## src/rtl/digit_serial_adder_if.sv

```systemverilog
// Request/result bundle between a client and digit_serial_adder.
// Optional DIGIT_SERIAL_SUB_EN adds the sub request bit.
interface digit_serial_adder_if #(
    parameter int WIDTH = 8
);
    // Handshake: start is taken on any edge where busy is low; a, b, cin (and sub)
    // are captured on that edge. done pulses for one cycle when sum/cout are valid.
    logic             start;
    logic [WIDTH-1:0] a;
    logic [WIDTH-1:0] b;
    logic             cin;
`ifdef DIGIT_SERIAL_SUB_EN
    logic             sub;
`endif
    logic             busy;
    logic             done;
    logic [WIDTH-1:0] sum;
    logic             cout;
    logic [1:0]       dbg_state;

    modport master (
`ifdef DIGIT_SERIAL_SUB_EN
        output sub,
`endif
        output start, a, b, cin,
        input  busy, done, sum, cout, dbg_state
    );

    modport slave (
`ifdef DIGIT_SERIAL_SUB_EN
        input  sub,
`endif
        input  start, a, b, cin,
        output busy, done, sum, cout, dbg_state
    );
endinterface

```

## src/rtl/digit_serial_adder.sv

```systemverilog
// Wide adder built on a single 2-bit digit stage, LS digit first, WIDTH/2 cycles per add.
// Optional DIGIT_SERIAL_SUB_EN: sub request turns the add into a - b.
module digit_serial_adder #(
    parameter int WIDTH = 8
) (
    input  logic                 clk,
    input  logic                 rst,
    digit_serial_adder_if.slave  bus
);
    localparam int D  = WIDTH / 2;
    localparam int CW = (D > 1) ? $clog2(D) : 1;
    localparam logic [CW-1:0] CNT_LAST = CW'(D - 1);

    typedef enum logic [1:0] {
        IDLE = 2'd0,
        RUN  = 2'd1,
        DONE = 2'd2
    } state_t;

    state_t           state_q, state_d;
    logic [WIDTH-1:0] a_sh_q, a_sh_d;
    logic [WIDTH-1:0] b_sh_q, b_sh_d;
    logic [WIDTH-1:0] sum_q, sum_d;
    logic             carry_q, carry_d;
    logic             cout_q, cout_d;
    logic [CW-1:0]    cnt_q, cnt_d;

    logic [2:0]       digit_sum;
    logic [WIDTH+1:0] sum_ext;

    // The one shared 2-bit full-adder stage.
    assign digit_sum = {1'b0, a_sh_q[1:0]} + {1'b0, b_sh_q[1:0]} + {2'b00, carry_q};
    assign sum_ext   = {digit_sum[1:0], sum_q};

    always_ff @(posedge clk) begin
        if (rst) begin
            state_q <= IDLE;
            a_sh_q  <= '0;
            b_sh_q  <= '0;
            sum_q   <= '0;
            carry_q <= 1'b0;
            cout_q  <= 1'b0;
            cnt_q   <= '0;
        end else begin
            state_q <= state_d;
            a_sh_q  <= a_sh_d;
            b_sh_q  <= b_sh_d;
            sum_q   <= sum_d;
            carry_q <= carry_d;
            cout_q  <= cout_d;
            cnt_q   <= cnt_d;
        end
    end

    always_comb begin
        state_d = state_q;
        a_sh_d  = a_sh_q;
        b_sh_d  = b_sh_q;
        sum_d   = sum_q;
        carry_d = carry_q;
        cout_d  = cout_q;
        cnt_d   = cnt_q;

        case (state_q)
            IDLE, DONE: begin
                if (bus.start) begin
                    a_sh_d  = bus.a;
                    sum_d   = '0;
                    cnt_d   = '0;
                    state_d = RUN;
`ifdef DIGIT_SERIAL_SUB_EN
                    b_sh_d  = bus.sub ? ~bus.b : bus.b;
                    carry_d = bus.sub ? 1'b1 : bus.cin;
`else
                    b_sh_d  = bus.b;
                    carry_d = bus.cin;
`endif
                end else if (state_q == DONE) begin
                    state_d = IDLE;
                end
            end
            RUN: begin
                a_sh_d  = a_sh_q >> 2;
                b_sh_d  = b_sh_q >> 2;
                sum_d   = sum_ext[WIDTH+1:2];
                carry_d = digit_sum[2];
                cnt_d   = cnt_q + 1'b1;
                if (cnt_q == CNT_LAST) begin
                    cout_d  = digit_sum[2];
                    state_d = DONE;
                end
            end
            default: state_d = IDLE;
        endcase
    end

    assign bus.busy      = (state_q == RUN);
    assign bus.done      = (state_q == DONE);
    assign bus.sum       = sum_q;
    assign bus.cout      = cout_q;
    assign bus.dbg_state = state_q;
endmodule
```

## src/flat_wrapper.sv

```systemverilog
// flat-port wrapper written by rule: the top's interface ports become plain ports
module digit_serial_adder_flat 
#(
    parameter int WIDTH = 8
)
  (clk, rst, bus_start, bus_a, bus_b, bus_cin, bus_busy, bus_done, bus_sum, bus_cout, bus_dbg_state);
  digit_serial_adder_if #(.WIDTH(WIDTH)) bus_i ();
  input  logic clk;
  input  logic rst;
  input wire logic [$bits(bus_i.start)-1:0] bus_start;
  input wire logic [$bits(bus_i.a)-1:0] bus_a;
  input wire logic [$bits(bus_i.b)-1:0] bus_b;
  input wire logic [$bits(bus_i.cin)-1:0] bus_cin;
  output wire logic [$bits(bus_i.busy)-1:0] bus_busy;
  output wire logic [$bits(bus_i.done)-1:0] bus_done;
  output wire logic [$bits(bus_i.sum)-1:0] bus_sum;
  output wire logic [$bits(bus_i.cout)-1:0] bus_cout;
  output wire logic [$bits(bus_i.dbg_state)-1:0] bus_dbg_state;
  assign bus_i.start = bus_start;
  assign bus_i.a = bus_a;
  assign bus_i.b = bus_b;
  assign bus_i.cin = bus_cin;
  assign bus_busy = bus_i.busy;
  assign bus_done = bus_i.done;
  assign bus_sum = bus_i.sum;
  assign bus_cout = bus_i.cout;
  assign bus_dbg_state = bus_i.dbg_state;
  digit_serial_adder #(.WIDTH(WIDTH)) u_core (.clk(clk), .rst(rst), .bus(bus_i));
endmodule
```

## config.mk

```make
export PLATFORM = sky130hd
export DESIGN_NAME = digit_serial_adder_flat
export DESIGN_NICKNAME = d
export VERILOG_FILES = /design/src/rtl/digit_serial_adder_if.sv /design/src/rtl/digit_serial_adder.sv /design/src/flat_wrapper.sv
export SDC_FILE = /design/constraint.sdc
export NUM_CORES = 1
export LEC_CHECK = 0
export BUFFER_PORTS_ARGS = -buffer_cell sky130_fd_sc_hd__clkbuf_2
export CORE_MARGIN = 5
export CORE_UTILIZATION = 40
export DETAILED_ROUTE_END_ITERATION = 7
export GPL_TIMING_DRIVEN = 0
export SYNTH_ARGS = -nofsm -noshare
export SYNTH_HDL_FRONTEND = slang
export SYNTH_SLANG_ARGS = --single-unit
export TNS_END_PERCENT = 10
```

## constraint.sdc

```tcl
create_clock -name clk -period 1.8 [get_ports clk]
set_clock_uncertainty 0.05 [all_clocks]
set_input_delay 0.27 -clock clk [delete_from_list [all_inputs] [get_ports clk]]
set_output_delay 0.27 -clock clk [all_outputs]
set_load 0.01 [all_outputs]
```

After elaboration in Yosys (flattened, before gate mapping)
Cells that the tools add are included.
Storage, ports and cells
  RAM bits: 0
  bits in registers: 30
  ROM bits: 0
  memories kept: 0
  latch bits: 0
  word-level logic and storage cells: 36
Cells by class
  $mul: 0
  div/mod/pow operators: 0
  $add $sub $neg: 3
  reductions and logical operators: 6
  muxes and demuxes: 14
  shift operators: 0
  bitwise gates (word level): 0
  order comparisons: 0
  equality and inequality tests: 6
Operators by type and width (number)
  one-hot mux 8 bit (2 select lines): 3
  2-to-1 mux 8 bit: 3
  2-to-1 mux 2 bit: 4
  one-hot mux 2 bit (2 select lines): 2
  AND reduction 2 bit: 3
  == test 2 bit (second input constant): 2
  adder 2 x 2 -> 3 bit: 1
  adder 3 x 1 -> 3 bit: 1
  inequality test 3 bit (second input constant): 1
  adder 2 x 1 -> 2 bit (second input constant): 1
  == test 2 x 1 -> 1 bit (second input constant): 1
  zero test 2 bit: 1
  inequality test 2 x 1 -> 1 bit (second input constant): 1
  inequality test 2 bit (second input constant): 1
  one-hot mux 1 bit (2 select lines): 1
  nonzero test 2 bit: 1
  OR reduction 2 bit: 1
  2-to-1 mux 1 bit: 1

Depth between registers and ports, before layout
  depth after elaboration: 4
  mapped depth: 6
  mapped depth without buffers: 4

Worst setup path before layout
OpenSTA, ideal clock, no wires.
  path kind: register -> register
  start: reg u_core.carry_q
  end: reg u_core.sum_q[7], in the netlist u_core.bus.sum[7]
  slack: 0.333 ns
  cell stages (with the launch flop): 5
  data required time: 1.678 ns
  arrival: 1.345 ns
  setup time: 0.072 ns
  path buffers: 0
  cell sequence: dfxtp_1 > fa_1 > fa_1 > nand2_1 > a21oi_1
Between the ends
  word-level cells in the longest chain between the ends: 2
Ends and longest elaborated chain
  from (decl): line digit_serial_adder.sv:24  | logic carry_q, carry_d;
  from (signal assigned): line digit_serial_adder.sv:49  | carry_q <= carry_d;
  adder 3 x 1 -> 3 bit: line digit_serial_adder.sv:32  | assign digit_sum = {1'b0, a_sh_q[1:0]} + {1'b0, b_sh_q[1:0]} + {2'b00, carry_q};
  one-hot mux 8 bit (2 select lines): line digit_serial_adder.sv:64  | case (state_q)
  to (signal assigned): line digit_serial_adder.sv:48  | sum_q <= sum_d;
  to (decl): line digit_serial_adder.sv:23  | logic [WIDTH-1:0] sum_q, sum_d;
No other way between the ends.
A chain may end at the register's enable or synchronous reset.

Worst setup path after layout
  start: reg u_core.state_q[1], in the netlist u_core.bus.dbg_state[1]
  end: out bus_busy
Between the ends
  word-level cells in the longest chain between the ends: 1
Ends and longest elaborated chain
  from (decl): line digit_serial_adder.sv:20  | state_t state_q, state_d;
  from (signal assigned): line digit_serial_adder.sv:45  | state_q <= state_d;
  == test 2 x 1 -> 1 bit: line digit_serial_adder.sv:97  | assign bus.busy = (state_q == RUN);
  to (decl): line flat_wrapper.sv:14  | output wire logic [$bits(bus_i.busy)-1:0] bus_busy;
No other way between the ends.

==> impl_summary.md <==
Floorplan
Measured along the x axis, the die boundary spans 67.50 um. For this configuration, the core starts out at a cell density of 0.4262. The total area inside the core boundary comes to 3103 um^2. The site row count is 20. The die is 67.50 um tall.

During I/O placement, the number of pins put on the boundary was 33. The die covers 4556 um^2.

Power and ir drop
The maximum vdd ir drop is 459.0 uV. For this design the static power due to leakage is 0.6588 nW. The total power per unit cell area is 844.2 nW/um^2.

Yosys
The number of nets handed over by synthesis was 176. In this run, distinct cell masters in the synthesized netlist total 21. Of the post-synthesis cell area, the dominant cell type holds 0.4541. Summing every instance area after synthesis gives 1323 um^2.

The average cell area after synthesis is 8.644 um^2. The sequential cell area fraction in the yosys report is 0.4541. In the post-synthesis netlist, the biggest area contributors are sky130_fd_sc_hd__dfxtp_1, sky130_fd_sc_hd__nand2_1, sky130_fd_sc_hd__a21oi_1, sky130_fd_sc_hd__a311oi_2, sky130_fd_sc_hd__nand3_1. The largest total area in the synthesized netlist belongs to sky130_fd_sc_hd__dfxtp_1. The synthesized design contains 30 register bits. In the synthesized netlist, the number of instances is 153. For this run, the number of Yosys warnings is 0.

Route
After detailed routing, the average wire length per cell comes to 12.93 um. Detailed routing inserted a total of 1202 vias. After detailed routing, the number of vias per cell comes to 5.115.

The detailed-routing iteration count for the pre-antenna-repair pass is 4. The final routed wirelength across all metal layers is 3038 um. In this run the remaining antenna-violating nets after routing total 0.

After the first detailed-routing iteration, the DRC count stood at 41. For this run, design rule violations remaining after detail routing come to 0.

Worst hold path
The path class of the tightest hold or removal check is in2reg. The startpoint identified for the worst hold timing path is bus_a[7]. The worst hold endpoint is u_core.a_sh_q[7]$_SDFFE_PP0P_. Counting instances, the worst hold path has a depth of 3.

Global routing
The largest net degree at the start of global routing is 11. The first global-routing pass estimated 5230 um of wire. met2 is the most crowded layer.

After global routing the overflow that remains totals 0. The global-route met2 utilization is 0.2576. In the global route stage, met1 resource usage came out at 0.1843.

The initial antenna violation count is 0. For this run, global-route usage on met3 was measured as 0.04160. The via count of the first global-routing pass was 1200. The overall track demand over capacity in global routing is 0.1545.

Cells and area
The post-layout net count is 214. The area growth from synthesis to layout is 19.39%. In the layout the commonest cells are sky130_fd_sc_hd__nand2_1, sky130_fd_sc_hd__clkbuf_2, sky130_fd_sc_hd__dfxtp_1. Leaving out fill and tap cells, the most frequent cell in the layout is sky130_fd_sc_hd__nand2_1.

Of the cells placed in the final design, the portion with a size suffix greater than 1 is 0.3037. The finished layout cell area is 1579 um^2. The number of antenna diodes in the final layout is 0.

Critical path
The peak per-stage delay on the critical path is 0.33 ns. The cell depth of the worst flop-to-flop path is 4. The launch point of the worst path is u_core.bus.dbg_state[1]$_SDFFE_PP0P_.

Along the worst path, the maximum fanout reaches 10. For this design, the slowest cell found on the critical path is sky130_fd_sc_hd__dfxtp_1. The endpoint of the worst register-to-register path is u_core.carry_q$_SDFFE_PP0P_. The critical path is of the reg2out type. The setup slack of the most critical reg-to-reg path is 0.25 ns.

The data arrival at the endpoint of the critical path is 1.37 ns. The critical path launch point type is a flip-flop. The sort of element at the end of the critical path is an output pin.

The critical path data required time is 1.48 ns. The startpoint identified for the worst register-to-register timing path is u_core.carry_q$_SDFFE_PP0P_. The critical path goes through nand2b_1 -> buf_2 -> inv_1 -> buf_4 -> clkbuf_2.

CTS
The maximum level of the CTS H-tree is 2. The clock latency on the worst-skew pair is 0.32 ns. The clock sink count is 30. The number of buffers added by the clock tree synthesis step is 5.

The setup fix buffers added after clock tree synthesis is 0. The clock passes through at most 2 buffers. The cell at the root of the clock tree is sky130_fd_sc_hd__clkbuf_4. The post-cts hold buffer count is 0. The CTS tree is yes. Clock-pin slew was measured on the worst setup and hold paths at 0.09 ns.

STA
Setup repair after global routing left no endpoint under its margin. The final period utilization is 0.9373. The post-route worst setup slack is 0.1128 ns. The aggregate negative setup slack is 0 ns.

The final hold violation count is 0. The measured slew at the worst slew-check pin is 0.5085 ns. The final number of setup-violating endpoints is 0. Based on the critical path, the design can be clocked at up to 592.7 MHz. Measured against its own limit, the worst slew margin works out to 0.6610.

The minimum clock period after layout is 1.687 ns. The count of final max-slew check failures was 0.

Place
The placed standard-cell area is 1533 um^2. The sum of net half-perimeters after detailed placement is 2237 um. The count of buffers inserted at the top-level ports is 31.

At the end of routability-driven placement, the weighted congestion stood at 0.7455. Before CTS, the worst setup slack after placement is 0.2556 ns.

Outcome
The flow ran to the end, and the final reports show no timing, DRC or antenna violations.

Job
The number of maximum-capacitance constraint violations is 0.
layout make-up:
class,instances,area [um^2]
Timing Repair Buffer,31,155.1
Fill cell,343,1524
Inverter,1,3.754
Sequential cell,30,601.8
Multi-Input combinational cell,108,614.3
Tap cell,44,55.05
Buffer,14,103.9
Clock buffer,7,45.04
worst max-delay path by stage:
stage,cells past startpoint,slack [ns],to
global route,5,0.03,bus_busy
finish,5,0.11,bus_busy
CTS,5,0.08,bus_busy
detailed placement,4,0.26,u_core.bus.sum[7]$_SDFFE_PP0P_
global placement,4,0.28,u_core.bus.sum[7]$_SDFFE_PP0P_
floorplan,4,0.33,u_core.bus.sum[7]$_SDFFE_PP0P_
cells by family (layout without fill, tap and decap cells):
logic type      after synthesis  count (layout)  share of synthesized area
compound gates               29              29                     0.1722
fa+ha+maj                     3               3                    0.03973
buf+inv                      15              53                    0.08136
flops                        30              30                     0.4541
simple gates                 76              76                     0.2526
per-layer routing:
metal	vias to the layer above	part of all wire
li1	598	-
met1	567	0.46
met2	30	0.47
met3	7	0.052
met4	0	0.018
met5	-	0
critical path, delay by kind of cell (launching register included):
kind / cells / cell delay [ns]
buffers and inverters: 4 / 0.56
flip-flops: 1 / 0.33
AND/OR/NAND/NOR: 1 / 0.15
power breakdown:
part	switching, W	internal (W)	total (W)
combinational	0.000131	0.000102	0.000232
clock	0.000217	0.000147	0.000364
sequential	0.0000298	0.000707	0.000737
what timing repair did:
item,in CTS,in global routing
endpoints found under the setup margin,0,1
resized for setup,0,1
hold endpoints to repair,0,0
stage by stage:
step / utilization / power, W / std cells / hold slack (ns)
2_1_floorplan: - / 0.0009111 / 153 / 0.3560
3_3_place_gp: 0.4940 / 0.0009819 / 228 / 0.3969
3_5_place_dp: 0.4940 / 0.0009884 / 228 / 0.4089
4_1_cts: 0.5085 / 0.001347 / 235 / 0.1065
5_1_grt: 0.5089 / 0.001401 / 235 / 0.1137
6_report: 0.5089 / 0.001333 / 235 / 0.1136
cell usage after synthesis (all sizes together):
cell type  number
a311oi         13
dfxtp          30
nand3b          1
fa              2
inv             1
clkbuf          3
nor2           15
and2b           1
nand2b          3
o21a            1
nor2b           1
nand2          40
buf            11
ha              1
nand3          15
a21oi          15
state kept, by name, indices dropped and copies added (netlist names):
| register | cells |
|---|---|
| u_core.a_sh_q | 8 |
| u_core.b_sh_q | 8 |
| u_core.bus.sum | 8 |
| u_core.bus.dbg_state | 2 |
| u_core.cnt_q | 2 |
| u_core.bus.cout | 1 |
| u_core.carry_q | 1 |
Power figures use the tool's default switching activity.
